$ cat config.mk
export PLATFORM = sky130hd
export DESIGN_NAME = rv32i_io_responder_flat
export DESIGN_NICKNAME = d
export VERILOG_FILES = /design/src/rtl/rv32i_io_pkg.sv /design/src/rtl/rv32i_io_responder_if.sv /design/src/rtl/rv32i_sync2.sv /design/src/rtl/rv32i_io_responder.sv /design/src/flat_wrapper.sv
export SDC_FILE = /design/constraint.sdc
export NUM_CORES = 1
export LEC_CHECK = 0
export CAP_MARGIN = 20
export CORE_ASPECT_RATIO = 0.7
export CORE_MARGIN = 1.5
export CORE_UTILIZATION = 35
export CTS_BUF_LIST = sky130_fd_sc_hd__clkbuf_4
export DETAILED_ROUTE_END_ITERATION = 8
export GPL_TIMING_DRIVEN = 1
export PLACE_DENSITY_LB_ADDON = 0.12
export RECOVER_POWER = 100
export SETUP_SLACK_MARGIN = 0.4
export SLEW_MARGIN = 40
export SYNTH_ARGS = -nofsm -noshare
export SYNTH_HDL_FRONTEND = slang
export SYNTH_SLANG_ARGS = --single-unit
$ cat constraint.sdc
create_clock -name clk -period 2.2 [get_ports clk]
set_input_delay 0.44 -clock clk [delete_from_list [all_inputs] [get_ports clk]]
set_output_delay 0.44 -clock clk [all_outputs]
set_load 0.05 [all_outputs]
$ cat src/rtl/rv32i_io_pkg.sv
// Shared constants for the RV32I memory-mapped I/O responder: register offsets,
// STATUS bit positions, reset values and the byte-lane merge helper.
package rv32i_io_pkg;

  typedef enum logic [3:0] {
    OFF_IO_OUT   = 4'd0,
    OFF_IO_IN    = 4'd1,
    OFF_MTIME_LO = 4'd2,
    OFF_MTIME_HI = 4'd3,
    OFF_MTIMECMP = 4'd4,
    OFF_STATUS   = 4'd5,
    OFF_SCRATCH  = 4'd6
  } off_e;

  localparam int unsigned STATUS_MATCH = 0;
  localparam int unsigned STATUS_IE    = 1;

  localparam logic [31:0] CMP_RST = 32'hFFFF_FFFF;

  function automatic logic [31:0] be_merge(input logic [31:0] old_v,
                                           input logic [31:0] new_v,
                                           input logic [3:0]  be);
    logic [31:0] res;
    res = old_v;
    for (int unsigned i = 0; i < 4; i++) begin
      if (be[i]) res[8*i +: 8] = new_v[8*i +: 8];
    end
    return res;
  endfunction

endpackage

$ cat src/rtl/rv32i_io_responder_if.sv
// Data-memory-stage bus as seen by the I/O responder: word address, write
// strobe, byte enables, write data and registered read data.
interface rv32i_io_responder_if;
  logic [31:2] d_addr;
  logic        d_we;
  logic [3:0]  d_be;
  logic [31:0] d_wdata;
  logic [31:0] d_rdata;

  modport master (output d_addr, d_we, d_be, d_wdata, input d_rdata);
  modport slave  (input d_addr, d_we, d_be, d_wdata, output d_rdata);
endinterface

$ cat src/rtl/rv32i_sync2.sv
// Two-flop synchronizer for asynchronous inputs; output lags input by two edges.
module rv32i_sync2 #(
  parameter int unsigned WIDTH = 32
) (
  input  logic             clk,
  input  logic             reset,
  input  logic [WIDTH-1:0] i_d,
  output logic [WIDTH-1:0] o_q
);

  logic [WIDTH-1:0] r_meta;
  logic [WIDTH-1:0] r_sync;

  always_ff @(posedge clk) begin
    if (reset) begin
      r_meta <= '0;
      r_sync <= '0;
    end else begin
      r_meta <= i_d;
      r_sync <= r_meta;
    end
  end

  assign o_q = r_sync;

endmodule

$ cat src/rtl/rv32i_io_responder.sv
// Memory-mapped I/O block: GPIO out/in, 64-bit mtime with coherent hi-word
// snapshot, timer compare with sticky MATCH and registered interrupt.
module rv32i_io_responder
  import rv32i_io_pkg::*;
#(
  parameter logic [31:2] BASE_WADDR = 30'h0000_4000
) (
  input  logic                       clk,
  input  logic                       reset,
  rv32i_io_responder_if.slave        bus,
  input  logic [31:0]                io_in,
  output logic [31:0]                io_out,
  output logic                       irq
);

  logic [31:0] r_io_out;
  logic [63:0] r_mtime;
  logic [31:0] r_hold;
  logic [31:0] r_cmp;
  logic        r_match;
  logic        r_ie;
  logic [31:0] r_scratch;
  logic [31:0] r_rdata;
  logic        r_irq;

  logic        w_sel;
  off_e        w_off;
  logic        w_wr;
  logic [31:0] w_io_in_sync;
  logic [31:0] w_status;
  logic [31:0] w_rd_val;
  logic        w_match_set;
  logic        w_match_clr;

  rv32i_sync2 #(.WIDTH(32)) u_sync (
    .clk   (clk),
    .reset (reset),
    .i_d   (io_in),
    .o_q   (w_io_in_sync)
  );

  assign w_sel       = (bus.d_addr[31:6] == BASE_WADDR[31:6]);
  assign w_off       = off_e'(bus.d_addr[5:2]);
  assign w_wr        = w_sel && bus.d_we;
  assign w_match_set = (r_mtime[31:0] == r_cmp);
  assign w_match_clr = w_wr && (w_off == OFF_STATUS) && bus.d_be[0]
                       && bus.d_wdata[STATUS_MATCH];

  always_comb begin
    w_status               = '0;
    w_status[STATUS_MATCH] = r_match;
    w_status[STATUS_IE]    = r_ie;
  end

  // Read mux samples registers before this cycle's write lands.
  always_comb begin
    w_rd_val = '0;
    case (w_off)
      OFF_IO_OUT:   w_rd_val = r_io_out;
      OFF_IO_IN:    w_rd_val = w_io_in_sync;
      OFF_MTIME_LO: w_rd_val = r_mtime[31:0];
      OFF_MTIME_HI: w_rd_val = r_hold;
      OFF_MTIMECMP: w_rd_val = r_cmp;
      OFF_STATUS:   w_rd_val = w_status;
      OFF_SCRATCH:  w_rd_val = r_scratch;
      default:      w_rd_val = '0;
    endcase
  end

  always_ff @(posedge clk) begin
    if (reset) begin
      r_io_out  <= '0;
      r_mtime   <= '0;
      r_hold    <= '0;
      r_cmp     <= CMP_RST;
      r_match   <= 1'b0;
      r_ie      <= 1'b0;
      r_scratch <= '0;
      r_rdata   <= '0;
      r_irq     <= 1'b0;
    end else begin
      r_mtime <= r_mtime + 64'd1;
      r_rdata <= w_sel ? w_rd_val : '0;
      r_irq   <= r_match & r_ie;
      // Set has priority over a same-cycle software clear.
      r_match <= w_match_set | (r_match & ~w_match_clr);

      if (w_sel && (w_off == OFF_MTIME_LO)) r_hold <= r_mtime[63:32];

      if (w_wr) begin
        case (w_off)
          OFF_IO_OUT:   r_io_out  <= be_merge(r_io_out, bus.d_wdata, bus.d_be);
          OFF_MTIMECMP: r_cmp     <= be_merge(r_cmp, bus.d_wdata, bus.d_be);
          OFF_SCRATCH:  r_scratch <= be_merge(r_scratch, bus.d_wdata, bus.d_be);
          OFF_STATUS:   if (bus.d_be[0]) r_ie <= bus.d_wdata[STATUS_IE];
          default:      ;
        endcase
      end
    end
  end

  assign bus.d_rdata = r_rdata;
  assign io_out      = r_io_out;
  assign irq         = r_irq;

endmodule

$ cat src/flat_wrapper.sv
// flat-port wrapper written by rule: the top's interface ports become plain ports
module rv32i_io_responder_flat import rv32i_io_pkg::*;
#(
  parameter logic [31:2] BASE_WADDR = 30'h0000_4000
)
  (clk, reset, io_in, io_out, irq, bus_d_addr, bus_d_we, bus_d_be, bus_d_wdata, bus_d_rdata);
  rv32i_io_responder_if bus_i ();
  input  logic clk;
  input  logic reset;
  input  logic [31:0] io_in;
  output logic [31:0] io_out;
  output logic irq;
  input wire logic [$bits(bus_i.d_addr)-1:0] bus_d_addr;
  input wire logic [$bits(bus_i.d_we)-1:0] bus_d_we;
  input wire logic [$bits(bus_i.d_be)-1:0] bus_d_be;
  input wire logic [$bits(bus_i.d_wdata)-1:0] bus_d_wdata;
  output wire logic [$bits(bus_i.d_rdata)-1:0] bus_d_rdata;
  assign bus_i.d_addr = bus_d_addr;
  assign bus_i.d_we = bus_d_we;
  assign bus_i.d_be = bus_d_be;
  assign bus_i.d_wdata = bus_d_wdata;
  assign bus_d_rdata = bus_i.d_rdata;
  rv32i_io_responder #(.BASE_WADDR(BASE_WADDR)) u_core (.clk(clk), .reset(reset), .bus(bus_i), .io_in(io_in), .io_out(io_out), .irq(irq));
endmodule
==> flow_summary.toml <==
[run_status]
status = "completed"

[clock_tree]
clock_latency_ns = 0.77
cts_tree = "yes"
clk_pin_slew_ns = 0.07
htreeDepth = 3
cts_root_buffer = "clkbuf_4"
cts.sinks = 291
cts_hold_buf = 0
cts_buffers = 74
clock_tree.buffer_depth = 3

[layout]
postLayoutCellArea_sq_mm = 0.0156
area_growth_pct = 35.0
layout-drive-gt1-share_pct = 25.3
nNetsFinal = 1614

[placed_design]
place.gp.congestion = 0.831
hpwl_um = 26100
dpl_cell_area_sq_mm = 0.0146
io_buffers = 165

[drt]
drtPass1Iterations = 5
drtIter0Drc = 824
drc = 0
totalWireLength_um = 38600
post_drt_wl_per_cell_um = 19.5
drtAntennaViolNets = 0
avgViaCountPerCell = 5.24
vias = 10400

[timing]
fin_skew_ns = 0.0616
max_freq_mhz = 468
post-route-period-util_pct = 97.2
tightestPinTransition_ns = 1.40
whs_ns = 0.237
rsz0062_at_grt = "true"
min_period_ns = 2.14
setup_viol = 0
slew_viol_final = 0
hold_viol = 0
max_slew_margin_pct = 6.60

[global_route]
grt_pass1_vias = 9862
met2_usage_pct = 32.0
grtUsageMet3_pct = 5.47
top_usage_layer = "met1"
gr-total-overflow = 0
grt_usage_pct = 22.3
met1_usage_pct = 33.1
grt_pass1_wl_um = 57800
antenna_found_initial = 2
grt_max_degree = 153

[worst_setup_path]
critical-path-top-delay-family = "buffers and inverters"
cp-start-kind = "input port"
arrival_ns = 2.71
cp_data_required_time_ns = 2.77
max_stage_delay_ns = 0.48
cp_cell_sequence = "clkdlybuf4s50_1 > nor4_1 > nand3_4 > clkbuf_4 > nor3b_4 > clkbuf_2 > buf_12 > mux2i_2 > nor2_1"
end_kind = "flip-flop"
criticalPathCategory = "in -> reg"
timing.critical_path.buf_inv = 4
cp_slowest_cell = "nor4_1"
cp_max_fo = 8

[floorplanning]
fp.dieW_um = 220
start_util_pct = 35.6
die_h_um = 155
rows = 55
ioPinCount = 166
die_area_sq_mm = 0.0341
coreArea_sq_mm = 0.0324

[logic_synthesis]
synth_cell_types = 37
postSynthCellCount = 1214
syn_area_sq_mm = 0.0116
yosys_warnings = 0
yosys.area.top_type = "dfxtp_1"
synth_seq_cells = 291
synth_nets = 1316
yosysTopAreaCellShare_pct = 50.4
synth_area_leaders = "dfxtp_1 (50%), mux2i_1 (8.4%), a22oi_1 (6.1%)"
syn_avg_cell_area_sq_um = 9.52
yosysSeqAreaShare_pct = 50.4

[power]
vdd_ir_drop_max_mv = 0.311
power.density_mw_per_mm2 = 665
power_leakage_nw = 5.52

[run]
drv_cap = 0

[hold_path]
hold_path_class = "in -> reg"
## cells in the mapped netlist (all sizes together)
cell type and count:
nor4 31, or3 26, xnor2 22, a22oi 94, nor4b 2, a311oi 1, a222oi 2, nand3 24
buf 12, nor3b 1, ha 1, nor3 40, dfxtp 291, a31oi 32, a21o 1, a21oi 60
and4 2, nand2b 5, nand2 27, nand4 34, and3 7, clkbuf 74, nor2b 65, o21ai 26
o31ai 1, or4 1, or2 1, xor2 45, inv 8, mux2i 97, nor2 181
## sequential cells by signal, indices dropped and copies added (netlist names)
name / count
u_core.r_scratch: 32
u_core.r_cmp: 32
u_core.r_mtime: 64
u_core.u_sync.o_q: 32
u_core.r_ie: 1
u_core.irq: 1
u_core.u_sync.r_meta: 32
u_core.bus.d_rdata: 32
u_core.io_out: 32
u_core.r_hold: 32
u_core.r_match: 1
## worst register-to-register path, cell delays in order (launching register included)
cell and delay, ns:
dfxtp_4 0.36, ha_4 0.13, nand4_1 0.13, nor4_2 0.35, buf_4 0.17, nand4_1 0.18
buf_6 0.20, or3_1 0.30, a21oi_1 0.14
## placed cells by master, fill, tap and decap left out, drive strengths merged, types with 31 or more instances in the layout
master | synthesis | final
nand4 | 34 | 34
xor2 | 45 | 45
nor2 | 181 | 181
a31oi | 32 | 32
clkdlybuf4s50 | 0 | 98
a21oi | 60 | 60
nor4 | 31 | 31
clkbuf | 74 | 192
buf | 12 | 120
nor3 | 40 | 40
a22oi | 94 | 94
dfxtp | 291 | 291
nor2b | 65 | 65
mux2i | 97 | 97
## kinds of logic after synthesis
family / after synthesis / synth area share (%)
AO/OA/AOI/OAI: 217 / 11.9
flip-flops: 291 / 50.4
adder cells (fa/ha/maj): 1 / 0.108
AND/OR/NAND/NOR: 447 / 20.8
buffers and inverters: 94 / 3.27
multiplexers: 97 / 8.40
XOR/XNOR: 67 / 5.08
## worst paths after layout
check	cells after the start	to	slack (ns)	start
worst min-delay path	3	u_core.io_out[4]$_SDFFE_PP0P_	0.24	reset
worst max register to register	8	u_core.r_mtime[40]$_SDFF_PP0_	0.10	u_core.r_mtime[1]$_SDFF_PP0_
worst max-delay path	9	u_core.r_hold[14]$_SDFFE_PP0P_	0.06	bus_d_addr[24]
worst min register to register	1	u_core.u_sync.o_q[18]$_SDFF_PP0_	0.42	u_core.u_sync.r_meta[18]$_SDFF_PP0_
## area by class of cell
cell class	count	area, sq um
multi-input cells	829	5620
diodes	2	5.00
clock inverters	15	88.8
flip-flops and latches	291	5900
clock buffers	105	788
repair buffers	308	2640
fillers	3124	16800
well taps	427	534
inverters	8	30.0
## what timing repair did
item | 4_1_cts | 5_1_grt
pin swaps | 37 | 24
hold endpoints to repair | 0 | 0
buffers inserted | 16 | 11
gates cloned | 3 | 2
endpoints found under the setup margin | 103 | 66
resized for setup | 493 | 59
## routing by layer
layer / up-vias / wire [um]
met3: 49 / 2910
li1: 4938 / -
met4: 0 / 536
met5: - / 0
met2: 384 / 16500
met1: 5025 / 18700
## metrics by stage
stage	setup slack (ns)	utilization, %	std cells	power [mW]	TNS [ns]
3_5_place_dp	-0.306	45.2	1831	6.00	-34.29
6_report	0.0621	48.1	1985	10.4	0
2_1_floorplan	0.0842	-	1214	5.66	0
3_3_place_gp	-0.253	45.2	1831	6.00	-27.55
5_1_grt	-0.00410	48.1	1985	10.8	-0.00410
4_1_cts	0.131	48.7	1970	10.5	0
## power by group
group	switching [mW]	total (mW)	internal, mW
Sequential	0.0263	5.35	5.32
Clock	2.20	4.50	2.30
Combinational	0.264	0.525	0.261
Total	2.49	10.4	7.88
Note: power is estimated with default switching activity, not from simulation.
